File: src/rtl/seq_divider_8x4_if.sv
// Handshake and operand/result bundle for seq_divider_8x4.
interface seq_divider_8x4_if;
  logic       start;
  logic [7:0] dividend;
  logic [3:0] divisor;
  logic [7:0] quotient;
  logic [3:0] remainder;
  logic       busy;
  logic       done;
  logic       div_by_zero;

  modport master (
    output start, dividend, divisor,
    input  quotient, remainder, busy, done, div_by_zero
  );

  modport slave (
    input  start, dividend, divisor,
    output quotient, remainder, busy, done, div_by_zero
  );
endinterface

File: src/rtl/seq_divider_8x4.sv
// Sequential restoring divider: 8-bit dividend / 4-bit divisor,
// one quotient bit per clock under a start/done handshake.
module seq_divider_8x4 (
  input logic                clk,
  input logic                rst_n,
  seq_divider_8x4_if.slave   bus
);

  typedef enum logic {S_IDLE, S_RUN} state_t;

  state_t     r_state;
  state_t     w_next;
  // Dividend shifts out of the MSB while quotient bits shift into the LSB.
  logic [7:0] r_dq;
  logic [3:0] r_dvs;
  // Restored partial remainder is always < divisor, so 4 bits hold it;
  // the 5-bit trial value exists only combinationally.
  logic [3:0] r_pr;
  logic [2:0] r_cnt;
  logic [7:0] r_quotient;
  logic [3:0] r_remainder;
  logic       r_done;
  logic       r_dbz;

  logic [4:0] w_pr_shift;
  logic       w_qbit;
  logic [3:0] w_pr_next;
  logic [7:0] w_dq_next;
  logic       w_accept;

  assign w_pr_shift = {r_pr, r_dq[7]};
  assign w_qbit     = (w_pr_shift >= {1'b0, r_dvs});
  // Difference is < 16 whenever it is selected, so 4-bit arithmetic suffices.
  assign w_pr_next  = w_qbit ? (w_pr_shift[3:0] - r_dvs) : w_pr_shift[3:0];
  assign w_dq_next  = {r_dq[6:0], w_qbit};
  assign w_accept   = bus.start && (bus.divisor != 4'd0);

  // State register.
  always_ff @(posedge clk or negedge rst_n) begin
    if (!rst_n) r_state <= S_IDLE;
    else        r_state <= w_next;
  end

  // Next-state logic.
  always_comb begin
    w_next = r_state;
    case (r_state)
      S_IDLE:  if (w_accept) w_next = S_RUN;
      S_RUN:   if (r_cnt == 3'd0) w_next = S_IDLE;
      default: w_next = S_IDLE;
    endcase
  end

  // Datapath: operand latch, restoring steps and result registers.
  always_ff @(posedge clk or negedge rst_n) begin
    if (!rst_n) begin
      r_dq        <= '0;
      r_dvs       <= '0;
      r_pr        <= '0;
      r_cnt       <= '0;
      r_quotient  <= '0;
      r_remainder <= '0;
      r_done      <= 1'b0;
      r_dbz       <= 1'b0;
    end else begin
      r_done <= 1'b0;
      case (r_state)
        S_IDLE: begin
          if (bus.start) begin
            if (bus.divisor != 4'd0) begin
              r_dq  <= bus.dividend;
              r_dvs <= bus.divisor;
              r_pr  <= '0;
              r_cnt <= 3'd7;
            end else begin
              r_quotient  <= '1;
              r_remainder <= '0;
              r_dbz       <= 1'b1;
              r_done      <= 1'b1;
            end
          end
        end
        S_RUN: begin
          r_pr  <= w_pr_next;
          r_dq  <= w_dq_next;
          r_cnt <= r_cnt - 3'd1;
          if (r_cnt == 3'd0) begin
            r_quotient  <= w_dq_next;
            r_remainder <= w_pr_next;
            r_dbz       <= 1'b0;
            r_done      <= 1'b1;
          end
        end
        default: ;
      endcase
    end
  end

  assign bus.quotient    = r_quotient;
  assign bus.remainder   = r_remainder;
  assign bus.busy        = (r_state == S_RUN);
  assign bus.done        = r_done;
  assign bus.div_by_zero = r_dbz;

endmodule

File: src/flat_wrapper.sv
// flat-port wrapper written by rule: the top's interface ports become plain ports
module seq_divider_8x4_flat 
  (clk, rst_n, bus_start, bus_dividend, bus_divisor, bus_quotient, bus_remainder, bus_busy, bus_done, bus_div_by_zero);
  seq_divider_8x4_if bus_i ();
  input logic clk;
  input logic rst_n;
  input wire logic [$bits(bus_i.start)-1:0] bus_start;
  input wire logic [$bits(bus_i.dividend)-1:0] bus_dividend;
  input wire logic [$bits(bus_i.divisor)-1:0] bus_divisor;
  output wire logic [$bits(bus_i.quotient)-1:0] bus_quotient;
  output wire logic [$bits(bus_i.remainder)-1:0] bus_remainder;
  output wire logic [$bits(bus_i.busy)-1:0] bus_busy;
  output wire logic [$bits(bus_i.done)-1:0] bus_done;
  output wire logic [$bits(bus_i.div_by_zero)-1:0] bus_div_by_zero;
  assign bus_i.start = bus_start;
  assign bus_i.dividend = bus_dividend;
  assign bus_i.divisor = bus_divisor;
  assign bus_quotient = bus_i.quotient;
  assign bus_remainder = bus_i.remainder;
  assign bus_busy = bus_i.busy;
  assign bus_done = bus_i.done;
  assign bus_div_by_zero = bus_i.div_by_zero;
  seq_divider_8x4 u_core (.clk(clk), .rst_n(rst_n), .bus(bus_i));
endmodule
File: config.mk
export PLATFORM = sky130hd
export DESIGN_NAME = seq_divider_8x4_flat
export DESIGN_NICKNAME = d
export VERILOG_FILES = /design/src/rtl/seq_divider_8x4_if.sv /design/src/rtl/seq_divider_8x4.sv /design/src/flat_wrapper.sv
export SDC_FILE = /design/constraint.sdc
export NUM_CORES = 1
export LEC_CHECK = 0
export ABC_AREA = 1
export CAP_MARGIN = 20
export CELL_PAD_IN_SITES_DETAIL_PLACEMENT = 2
export CELL_PAD_IN_SITES_GLOBAL_PLACEMENT = 2
export CORE_MARGIN = 2
export CORE_UTILIZATION = 28
export CTS_CLUSTER_SIZE = 20
export DETAILED_ROUTE_END_ITERATION = 7
export DONT_BUFFER_PORTS = 1
export MAX_ROUTING_LAYER = met4
export PLACE_DENSITY = 0.56
export SYNTH_ARGS = -nofsm -noshare
export SYNTH_HDL_FRONTEND = slang
export SYNTH_SLANG_ARGS = --single-unit
File: constraint.sdc
create_clock -name clk -period 3.8 [get_ports clk]
set_input_delay 0.76 -clock clk [delete_from_list [all_inputs] [get_ports clk]]
set_output_delay 0.76 -clock clk [all_outputs]
set_load 0.02 [all_outputs]
==> summary.txt <==
Die
  • Number of core rows: 28
  • Floorplan Core Area: slightly below 6000 um2
  • Die Wd: 82.6 um
  • Starting density of the core: 0.290
  • Floorplan die area: around 6800 um2
  • Total I/O pin count: 30
  • Die height: 82.6 um

Final layout
  • Area growth, synth to finish: 8.54%
  • Diode count: 0
  • Most frequent cells in the layout: dfrtp_1, nand2_1, inv_1, nand3_1
  • Fraction of layout instances using a drive strength above 1: 0.218
  • Post-route non-filler standard cell count: 254
  • Most frequent standard cell in the layout excluding fill and tap cells: dfrtp_1
  • Final-stage net count: 200

Synth
  • Average cell area after synthesis: just under 10 um2
  • Post-synthesis cell type with the largest combined area: dfrtp_1
  • Sequential cell area fraction in the yosys report: 0.492
  • Warnings from Yosys: 0
  • #FFs+latches synth: 34
  • Area share of the leading cell type in the synthesized netlist: 0.492
  • Leading cell types by total area after synthesis: dfrtp_1, nand2_1, ha_1
  • Mapped Nets: 197
  • Synthesized area: 1730 um2
  • Cells after synthesis: 175
  • Number of distinct library cell variants in the gate-level netlist after synthesis: 30

Setup path
  • Number of buffers and inverters on the critical path: 1
  • Critical path's top delay family: buffers and inverters
  • Worst-case register-to-register setup slack: ~2100 ps
  • Worst setup SP type: flip-flop
  • Cell breakdown of the critical path: buf_4
  • Highest cell delay on the worst timing path: 360 ps
  • Setup crit end kind: output port
  • Type of the worst setup path: flip-flop to output port
  • Data arrival time of the worst path: a little under 1000 ps
  • CP max-delay cell: buf_4
  • Biggest fanout along the worst timing path: 30
  • Required time of the worst setup path: just over 3000 ps

CTS
  • Clock tree from TritonCTS: yes
  • H-tree level count: 2
  • CTS Buf Count: 5
  • Post-cts hold buffer count: 0
  • Clock edge transition at the registers on the reported setup and hold paths: about 70 ps
  • Largest buffer count on any clock path: 2
  • Post-CTS setup buffers: 0
  • Worst skew pair latency: slightly below 300 ps
  • TritonCTS sink count: 34
  • CTS root buf: clkbuf_8
  • Cts repair resizes: 0

Placed design
  • Count of buffers from port buffering: 0
  • Post-DP HPWL: just over 3000 um
  • Placed Instances: about 250
  • Final RePlAce weighted congestion: 0.775

Hold path
  • Path class of the lowest-slack min-delay path: input port to asynchronous set/reset pin

Routing
  • Per-cell via count in the routed design: about 5
  • Via Count: about 1200
  • Number of DRC violations after detailed-routing iteration 0: 78
  • Number of DRC violations after detailed routing: 0
  • Total Wirelength: approximately 4200 um
  • WL/cell: around 17 um
  • Remaining antenna violation count: 0
  • Count of TritonRoute iterations in the first routing pass: 4

Pwr
  • Static leakage power: 0.869 nW
  • Switching power of the nets: ~940 uW
  • Share of power burned in the clock network: 0.144
  • Maximum vdd ir drop: around 310 uV
  • Fraction of power spent switching nets: 0.471
  • Total internal power: 1.05 mW
  • Combinational share of power: 0.493
  • Sequential Power Share: 0.363
  • PwrDens: approximately 1100 nW/um2

Timing
  • Setup repair after global routing missed its margin: no
  • Final Critical Period: 1750 ps
  • Worst-case hold slack: roughly 160 ps
  • Worst slew slack as a fraction of its limit: 0.729
  • Number of failing hold endpoints at the final stage: 0
  • Count of final setup violators: 0
  • Fin Setup TNS: 0 ps
  • Period Utilization, post-route: 0.459
  • Count of final max-slew check failures: 0
  • Max Clk Rate: about 570 MHz
  • Worst clock skew on the final layout: ~4 ps
  • Slew at the pin with the worst max-slew slack: about 400 ps

Global routing
  • GRT Util Overall: 0.147
  • Via count of the first global-routing pass: ~1400
  • Largest net degree at the start of global routing: 35
  • Final global-route overflow total: 0
  • Number of antenna violations at the first check in global routing: 0
  • Global-route wire length before repair: between 7000 and 8000 um

Flow run
  • Number of violations of the max-capacitance limit: 0

Outcome
  • Result of the run: finished, final reports clean
[metal layers]
layer | global-route usage | vias up | wire, um
li1 | - | 584 | -
met3 | 0.0337 | 7 | 192
met2 | 0.242 | 31 | 2110
met1 | 0.177 | 612 | 1880
met5 | - | - | 0
met4 | 0.0541 | 0 | 57
[cells by family after synthesis]
family / after synthesis / share of synthesized area
and+or+nand+nor: 75 / 0.240
DFF: 34 / 0.492
AOI/OAI and AO/OA: 33 / 0.129
buffers and inverters: 24 / 0.0695
adders and majority gates: 7 / 0.0550
xor gates and xnor gates: 1 / 0.00507
muxes: 1 / 0.00869
[synthesized netlist by cell type (all sizes together)]
cell type	number
a21oi	9
clkinv	1
nand2	37
mux2	1
nand3b	2
ha	6
o21ai	15
dfrtp	34
o211ai	7
o22ai	1
or2	1
a22oi	1
xnor2	1
inv	18
nand4	4
buf	5
nor2	18
nand3	13
fa	1
[power by group through the flow]
stage	Clock (mW)	Sequential (mW)	Combinational (mW)
after CTS	0.301	0.729	1.01
after floorplan	0	0.711	0.805
final	0.286	0.723	0.983
after detailed placement	0	0.733	1.00
after global routing	0.317	0.749	1.14
after global placement	0	0.731	0.953
[through the flow]
| step | total power [mW] | setup slack [ps] | cell area, um2 | util |
|---|---|---|---|---|
| 6_report | 1.99 | 2050 | 1880 | 0.315 |
| 5_1_grt | 2.21 | 1900 | 1880 | 0.315 |
| 4_1_cts | 2.04 | 2040 | 1880 | 0.315 |
| 3_5_place_dp | 1.74 | 2090 | 1780 | 0.299 |
| 3_3_place_gp | 1.68 | 2140 | 1780 | 0.299 |
| 2_1_floorplan | 1.52 | 2290 | 1730 | - |
[area by class of cell]
cell class / instances / area (um2)
clock buffers: 6 / 82.6
well taps: 75 / 93.8
multi-input cells: 117 / 757
fillers: 665 / 4080
inverters: 19 / 71.3
clock inverters: 2 / 12.5
repair buffers: 1 / 7.51
flip-flops and latches: 34 / 851
[worst paths after layout]
| path | start | endpoint | cells past startpoint |
|---|---|---|---|
| max in group asynchronous | rst_n | u_core.bus.quotient[6] | 0 |
| min | rst_n | u_core.r_dvs[3] | 0 |
| max | u_core.bus.busy | bus_busy | 1 |
| max reg2reg | u_core.r_pr[1] | u_core.bus.remainder[1] | 8 |
| min in group clk | u_core.r_cnt[2] | u_core.r_cnt[2] | 1 |
| min reg2reg | u_core.r_cnt[2] | u_core.r_cnt[2] | 1 |
[flip-flops by register name, summed over array words and instances (netlist names)]
signal and count:
u_core.r_dvs 4, u_core.r_pr 4, u_core.r_cnt 3, u_core.bus.done 1, u_core.bus.remainder 4, u_core.r_dq 8, u_core.bus.div_by_zero 1, u_core.bus.quotient 8
u_core.bus.busy 1
(Power assumes the default switching activity.)
